===== config.mk =====
export PLATFORM = sky130hd
export DESIGN_NAME = alu_decode_stage
export DESIGN_NICKNAME = d
export VERILOG_FILES = /design/src/rtl/alu_decode_stage.sv
export SDC_FILE = /design/constraint.sdc
export NUM_CORES = 1
export LEC_CHECK = 0
export ABC_CLOCK_PERIOD_IN_PS = 7900
export BUFFER_PORTS_ARGS = -buffer_cell sky130_fd_sc_hd__buf_4
export CORE_ASPECT_RATIO = 1.2
export CORE_MARGIN = 5
export CORE_UTILIZATION = 40
export CTS_BUF_LIST = sky130_fd_sc_hd__clkbuf_8
export DETAILED_ROUTE_END_ITERATION = 10
export PLACE_DENSITY = 0.78
export REMOVE_ABC_BUFFERS = 1
export SETUP_SLACK_MARGIN = 0.3
export SYNTH_ARGS = -nofsm -noshare
export SYNTH_HDL_FRONTEND = slang
export SYNTH_SLANG_ARGS = --single-unit

===== constraint.sdc =====
create_clock -name clk -period 7.9 [get_ports clk]
set_input_delay 2.37 -clock clk [delete_from_list [all_inputs] [get_ports clk]]
set_output_delay 2.37 -clock clk [all_outputs]
set_load 0.01 [all_outputs]

===== src/rtl/alu_decode_stage.sv =====
`timescale 1ns/1ps
`default_nettype none
// ============================================================================
// Module   : alu_decode_stage
// Purpose  : RV32I decode stage; turns an instruction into an ALU control word,
//            operand selects and immediate behind one valid/ready register.
// Revision : 1.0 - initial release
// ============================================================================
module alu_decode_stage (
    input  logic        clk,
    input  logic        rst,
    input  logic        in_valid,
    output logic        in_ready,
    input  logic [31:0] in_instr,
    input  logic [31:0] in_pc,
    input  logic        flush,
    output logic        out_valid,
    input  logic        out_ready,
    output logic [3:0]  alu_ctrl,
    output logic [1:0]  a_sel,
    output logic        b_sel,
    output logic [31:0] imm,
    output logic [4:0]  rs1,
    output logic [4:0]  rs2,
    output logic [4:0]  rd,
    output logic        reg_write,
    output logic        illegal,
    output logic [31:0] pc_out
);

    localparam logic [6:0] c_OP_REG  = 7'b0110011;
    localparam logic [6:0] c_OP_IMM  = 7'b0010011;
    localparam logic [6:0] c_OP_LUI  = 7'b0110111;
    localparam logic [6:0] c_OP_AUI  = 7'b0010111;
    localparam logic [6:0] c_OP_LOAD = 7'b0000011;
    localparam logic [6:0] c_OP_STOR = 7'b0100011;
    localparam logic [6:0] c_OP_BRAN = 7'b1100011;
    localparam logic [6:0] c_OP_JAL  = 7'b1101111;
    localparam logic [6:0] c_OP_JALR = 7'b1100111;

    localparam logic [3:0] c_ALU_ADD  = 4'b0000;
    localparam logic [3:0] c_ALU_SUB  = 4'b1000;
    localparam logic [3:0] c_ALU_SLT  = 4'b0010;
    localparam logic [3:0] c_ALU_SLTU = 4'b0011;

    localparam logic [1:0] c_A_RS1  = 2'b00;
    localparam logic [1:0] c_A_PC   = 2'b01;
    localparam logic [1:0] c_A_ZERO = 2'b10;
    localparam logic       c_B_RS2  = 1'b0;
    localparam logic       c_B_IMM  = 1'b1;

    localparam logic [6:0] c_F7_BASE = 7'b0000000;
    localparam logic [6:0] c_F7_ALT  = 7'b0100000;

    logic [6:0]  w_opcode;
    logic [2:0]  w_funct3;
    logic [6:0]  w_funct7;
    logic [4:0]  w_rd;
    logic [31:0] w_imm_i;
    logic [31:0] w_imm_s;
    logic [31:0] w_imm_b;
    logic [31:0] w_imm_u;
    logic [31:0] w_imm_j;

    logic [3:0]  w_alu_raw;
    logic [1:0]  w_asel_raw;
    logic        w_bsel_raw;
    logic [31:0] w_imm_raw;
    logic        w_wr_raw;
    logic        w_ill;

    logic [3:0]  w_alu;
    logic [1:0]  w_asel;
    logic        w_bsel;
    logic [31:0] w_imm;
    logic        w_wr;

    logic        w_in_ready;
    logic        w_xfer;

    logic        r_valid;
    logic [3:0]  r_alu_ctrl;
    logic [1:0]  r_a_sel;
    logic        r_b_sel;
    logic [31:0] r_imm;
    logic [4:0]  r_rs1;
    logic [4:0]  r_rs2;
    logic [4:0]  r_rd;
    logic        r_reg_write;
    logic        r_illegal;
    logic [31:0] r_pc;

    assign w_opcode = in_instr[6:0];
    assign w_funct3 = in_instr[14:12];
    assign w_funct7 = in_instr[31:25];
    assign w_rd     = in_instr[11:7];

    assign w_imm_i = {{20{in_instr[31]}}, in_instr[31:20]};
    assign w_imm_s = {{20{in_instr[31]}}, in_instr[31:25], in_instr[11:7]};
    assign w_imm_b = {{19{in_instr[31]}}, in_instr[31], in_instr[7],
                      in_instr[30:25], in_instr[11:8], 1'b0};
    assign w_imm_u = {in_instr[31:12], 12'b0};
    assign w_imm_j = {{11{in_instr[31]}}, in_instr[31], in_instr[19:12],
                      in_instr[20], in_instr[30:21], 1'b0};

    // Raw per-opcode decode; legality masking is applied afterwards.
    always_comb begin
        w_alu_raw  = c_ALU_ADD;
        w_asel_raw = c_A_RS1;
        w_bsel_raw = c_B_RS2;
        w_imm_raw  = 32'd0;
        w_wr_raw   = 1'b1;
        w_ill      = 1'b0;
        case (w_opcode)
            c_OP_REG: begin
                w_alu_raw = {w_funct7[5], w_funct3};
                if ((w_funct7 != c_F7_BASE) && (w_funct7 != c_F7_ALT)) begin
                    w_ill = 1'b1;
                end else if (w_funct7[5] && (w_funct3 != 3'b000) && (w_funct3 != 3'b101)) begin
                    w_ill = 1'b1;
                end
            end
            c_OP_IMM: begin
                w_bsel_raw = c_B_IMM;
                w_imm_raw  = w_imm_i;
                w_alu_raw  = {1'b0, w_funct3};
                if (w_funct3 == 3'b001) begin
                    if (w_funct7 != c_F7_BASE) begin
                        w_ill = 1'b1;
                    end
                end else if (w_funct3 == 3'b101) begin
                    w_alu_raw = {w_funct7[5], 3'b101};
                    if ((w_funct7 != c_F7_BASE) && (w_funct7 != c_F7_ALT)) begin
                        w_ill = 1'b1;
                    end
                end
            end
            c_OP_LUI: begin
                w_asel_raw = c_A_ZERO;
                w_bsel_raw = c_B_IMM;
                w_imm_raw  = w_imm_u;
            end
            c_OP_AUI: begin
                w_asel_raw = c_A_PC;
                w_bsel_raw = c_B_IMM;
                w_imm_raw  = w_imm_u;
            end
            c_OP_LOAD: begin
                w_bsel_raw = c_B_IMM;
                w_imm_raw  = w_imm_i;
            end
            c_OP_STOR: begin
                w_bsel_raw = c_B_IMM;
                w_imm_raw  = w_imm_s;
                w_wr_raw   = 1'b0;
            end
            c_OP_BRAN: begin
                w_imm_raw = w_imm_b;
                w_wr_raw  = 1'b0;
                case (w_funct3)
                    3'b000, 3'b001: w_alu_raw = c_ALU_SUB;
                    3'b100, 3'b101: w_alu_raw = c_ALU_SLT;
                    3'b110, 3'b111: w_alu_raw = c_ALU_SLTU;
                    default:        w_ill     = 1'b1;
                endcase
            end
            c_OP_JAL: begin
                w_asel_raw = c_A_PC;
                w_bsel_raw = c_B_IMM;
                w_imm_raw  = w_imm_j;
            end
            c_OP_JALR: begin
                w_bsel_raw = c_B_IMM;
                w_imm_raw  = w_imm_i;
            end
            default: begin
                w_ill = 1'b1;
            end
        endcase
    end

    // Illegal instructions still travel downstream, but with a neutral bundle.
    always_comb begin
        w_alu  = w_alu_raw;
        w_asel = w_asel_raw;
        w_bsel = w_bsel_raw;
        w_imm  = w_imm_raw;
        w_wr   = w_wr_raw && (w_rd != 5'd0);
        if (w_ill) begin
            w_alu  = c_ALU_ADD;
            w_asel = c_A_RS1;
            w_bsel = c_B_RS2;
            w_imm  = 32'd0;
            w_wr   = 1'b0;
        end
    end

    assign w_in_ready = !r_valid || out_ready;
    assign w_xfer     = in_valid && w_in_ready;

    always_ff @(posedge clk or posedge rst) begin
        if (rst) begin
            r_valid     <= 1'b0;
            r_alu_ctrl  <= 4'd0;
            r_a_sel     <= 2'd0;
            r_b_sel     <= 1'b0;
            r_imm       <= 32'd0;
            r_rs1       <= 5'd0;
            r_rs2       <= 5'd0;
            r_rd        <= 5'd0;
            r_reg_write <= 1'b0;
            r_illegal   <= 1'b0;
            r_pc        <= 32'd0;
        end else if (flush) begin
            r_valid <= 1'b0;
        end else if (w_xfer) begin
            r_valid     <= 1'b1;
            r_alu_ctrl  <= w_alu;
            r_a_sel     <= w_asel;
            r_b_sel     <= w_bsel;
            r_imm       <= w_imm;
            r_rs1       <= in_instr[19:15];
            r_rs2       <= in_instr[24:20];
            r_rd        <= w_rd;
            r_reg_write <= w_wr;
            r_illegal   <= w_ill;
            r_pc        <= in_pc;
        end else if (out_ready) begin
            r_valid <= 1'b0;
        end
    end

    assign in_ready  = w_in_ready;
    assign out_valid = r_valid;
    assign alu_ctrl  = r_alu_ctrl;
    assign a_sel     = r_a_sel;
    assign b_sel     = r_b_sel;
    assign imm       = r_imm;
    assign rs1       = r_rs1;
    assign rs2       = r_rs2;
    assign rd        = r_rd;
    assign reg_write = r_reg_write;
    assign illegal   = r_illegal;
    assign pc_out    = r_pc;

endmodule
`default_nettype wire


==> results.cfg <==
[clocking]
numCtsBuffers = 9
cts_resized = 0
htree_levels = 3
cts_tree = built
clk_pin_slew_ns = 0.08
clock_latency_ns = 0.35
holdBufCountCts = 0
cts_buffer_depth = 2
clock-root-buffer = clkbuf_8
clock_sinks = 89
cts_setup_buffers = 0

[critical_path]
arrival_ns = 2.79
r2r-start = out_valid
r2r_slack_ns = 5.64
cp_max_fo = 3
reg2reg_depth = 7
r2r_end = imm[29]
critPathKind = in -> out
startpoint_type = primary input
end_kind = primary output
cp.required_ns = 5.53

[die]
die_w_um = 103
ios = 159
die_area_um2 = 12520
die_h_um = 121.6
start_util = 0.4106
coreArea_um2 = 10110
fp-row-count = 40

[timing]
fmax_mhz = 193.7
setup_violations = 0
min_period_ns = 5.161
finalSetupTns_ns = 0
fin_hold_ws_ns = 0.4838
max_slew_margin = 0.3016
hold_viol = 0
rsz0062_at_grt = no
fin_crit_sh = 0.6534
finClkSkew_ns = 0.01074
max_slew.worst_pin.slew_ns = 1.045
final_max_slew_viol_count = 0

[worst_hold_path]
hold_end = imm[26]
worstHoldStart = imm[26]
hp-class = reg -> reg
holdPathStages = 2

[yosys]
synthArstFlopShare = 1.000
syn_inst = 349
synth_seq_cells = 89
ys_warn_count = 0
ys_seq_area_frac = 0.5365
synth_cell_types = 45
synth_ff_type = dfrtp_1
postSynthAreaPerCell_um2 = 11.90
synth_edf_count = 0
syn_area_um2 = 4151

[global_routing]
grtUsageTotal = 0.1760
grt_pass1_wl_um = 17390
first_global_vias = 3403
grt_overflow = 0
grt_antenna_before_repair = 0
grt_max_degree = 49

[power]
power.density_nw_per_um2 = 180.2
power_frac_comb = 0.207
peakVddDrop_mv = 0.06860
seqPwrFrac = 0.513
p_switching_mw = 0.2687
power_leakage_nw = 2.602
p_total_mw = 1.010
p_sw_frac = 0.2660
pwr-share-clk = 0.280
p_int_mw = 0.7412

[placement]
place_hpwl_um = 8106
numPortBuffers = 158
dp_cells = 617
gp_congestion = 0.9039

[routing]
drt_iter0_markers = 106
drc = 0
vias_per_cell = 5.240
drtPass1Iterations = 5
ant_nets = 0
num_vias = 3317
totalWireLength_um = 11130
post_drt_wl_per_cell_um = 17.59

[final_layout]
diodes = 0
area_growth_pct = 34.99
final_cells = 633
finalNetCount = 571
layout_common_cells = buf_4, dfrtp_1, nand2_1
layout-drive-gt1-share = 0.5247
final_util = 0.5543
final_common_cell = buf_4

[job]
cap_violations = 0

[outcome]
status = finished clean
## worst max-delay path, cell delays in order
cell      delay [ns]
buf_4           0.10
nand2b_1        0.16
buf_4           0.16
## cell type report
class | instances | area (µm²)
Clock buffer | 11 | 151.4
Clock inverter | 5 | 22.52
Fill cell | 890 | 4506
Inverter | 7 | 28.78
Multi-Input combinational cell | 232 | 1793
Sequential cell | 89 | 2227
Tap cell | 126 | 157.7
Timing Repair Buffer | 163 | 1224
## metal layers
metal | share of wire | vias up | GRT usage
li1 | - | 1558 | -
met1 | 0.40 | 1640 | 0.2221
met2 | 0.52 | 110 | 0.3014
met3 | 0.064 | 9 | 0.04009
met4 | 0.011 | 0 | 0.04696
met5 | 0 | - | 0
## logic make-up (layout without fill, tap and decap cells)
family / after synthesis / count (layout) / share of synthesized area
AND/OR/NAND/NOR: 99 / 99 / 0.1178
multiplexers: 47 / 47 / 0.1275
buffers and inverters: 28 / 186 / 0.03436
flip-flops: 89 / 89 / 0.5365
XOR/XNOR: 1 / 1 / 0.002110
AO/OA/AOI/OAI: 85 / 85 / 0.1817
## how the worst max path moves through the flow
stage                         start        to  slack (ns)  depth (start not counted)
final                     out_ready  in_ready        2.74                          3
after global routing      out_ready  in_ready        2.72                          3
after CTS                 out_ready  in_ready        2.74                          3
after detailed placement  out_ready  in_ready        2.74                          3
after global placement    out_ready  in_ready        2.75                          3
after floorplan           out_ready   illegal        1.73                          5
## per-stage QoR
step	setup WS [ns]	area [µm²]
after floorplan	1.732	4035
after global placement	2.751	5430
after detailed placement	2.738	5430
after CTS	2.736	5604
after global routing	2.717	5604
final	2.739	5604
## flip-flops by register name, summed over array words and instances, names as in the netlist
name       flops
a_sel          2
alu_ctrl       4
b_sel          1
illegal        1
imm           32
out_valid      1
pc_out        32
rd             5
reg_write      1
rs1            5
rs2            5
## power groups by stage
stage | logic (mW) | registers [mW] | clock network (mW)
after floorplan | 0.0722 | 0.547 | 0
after global placement | 0.208 | 0.525 | 0
after detailed placement | 0.213 | 0.528 | 0
after CTS | 0.213 | 0.519 | 0.294
after global routing | 0.226 | 0.524 | 0.312
final | 0.209 | 0.518 | 0.283
## cells in the mapped netlist, types with 2 or more instances
| cell type | number | share of area |
|---|---|---|
| clkbuf_1 | 11 | 0.0099 |
| o21ai_1 | 8 | 0.0096 |
| a21boi_1 | 2 | 0.0036 |
| buf_2 | 6 | 0.0072 |
| o22ai_1 | 2 | 0.0030 |
| a31oi_1 | 2 | 0.0030 |
| nand3b_1 | 2 | 0.0036 |
| inv_1 | 6 | 0.0054 |
| nand2b_1 | 4 | 0.0060 |
| o31ai_2 | 30 | 0.090 |
| mux2_2 | 47 | 0.13 |
| nor2_1 | 10 | 0.0090 |
| nor2b_1 | 2 | 0.0030 |
| a21oi_1 | 21 | 0.025 |
| dfrtp_1 | 89 | 0.54 |
| or2_2 | 2 | 0.0030 |
| buf_6 | 4 | 0.011 |
| o21ai_0 | 3 | 0.0036 |
| nand3_1 | 4 | 0.0048 |
| a32oi_1 | 2 | 0.0042 |
| nand4_1 | 3 | 0.0045 |
| nand2_1 | 60 | 0.054 |
| or4_1 | 2 | 0.0036 |
| and3b_1 | 2 | 0.0042 |
| a22oi_1 | 5 | 0.0090 |
Power figures use the tool's default switching activity.
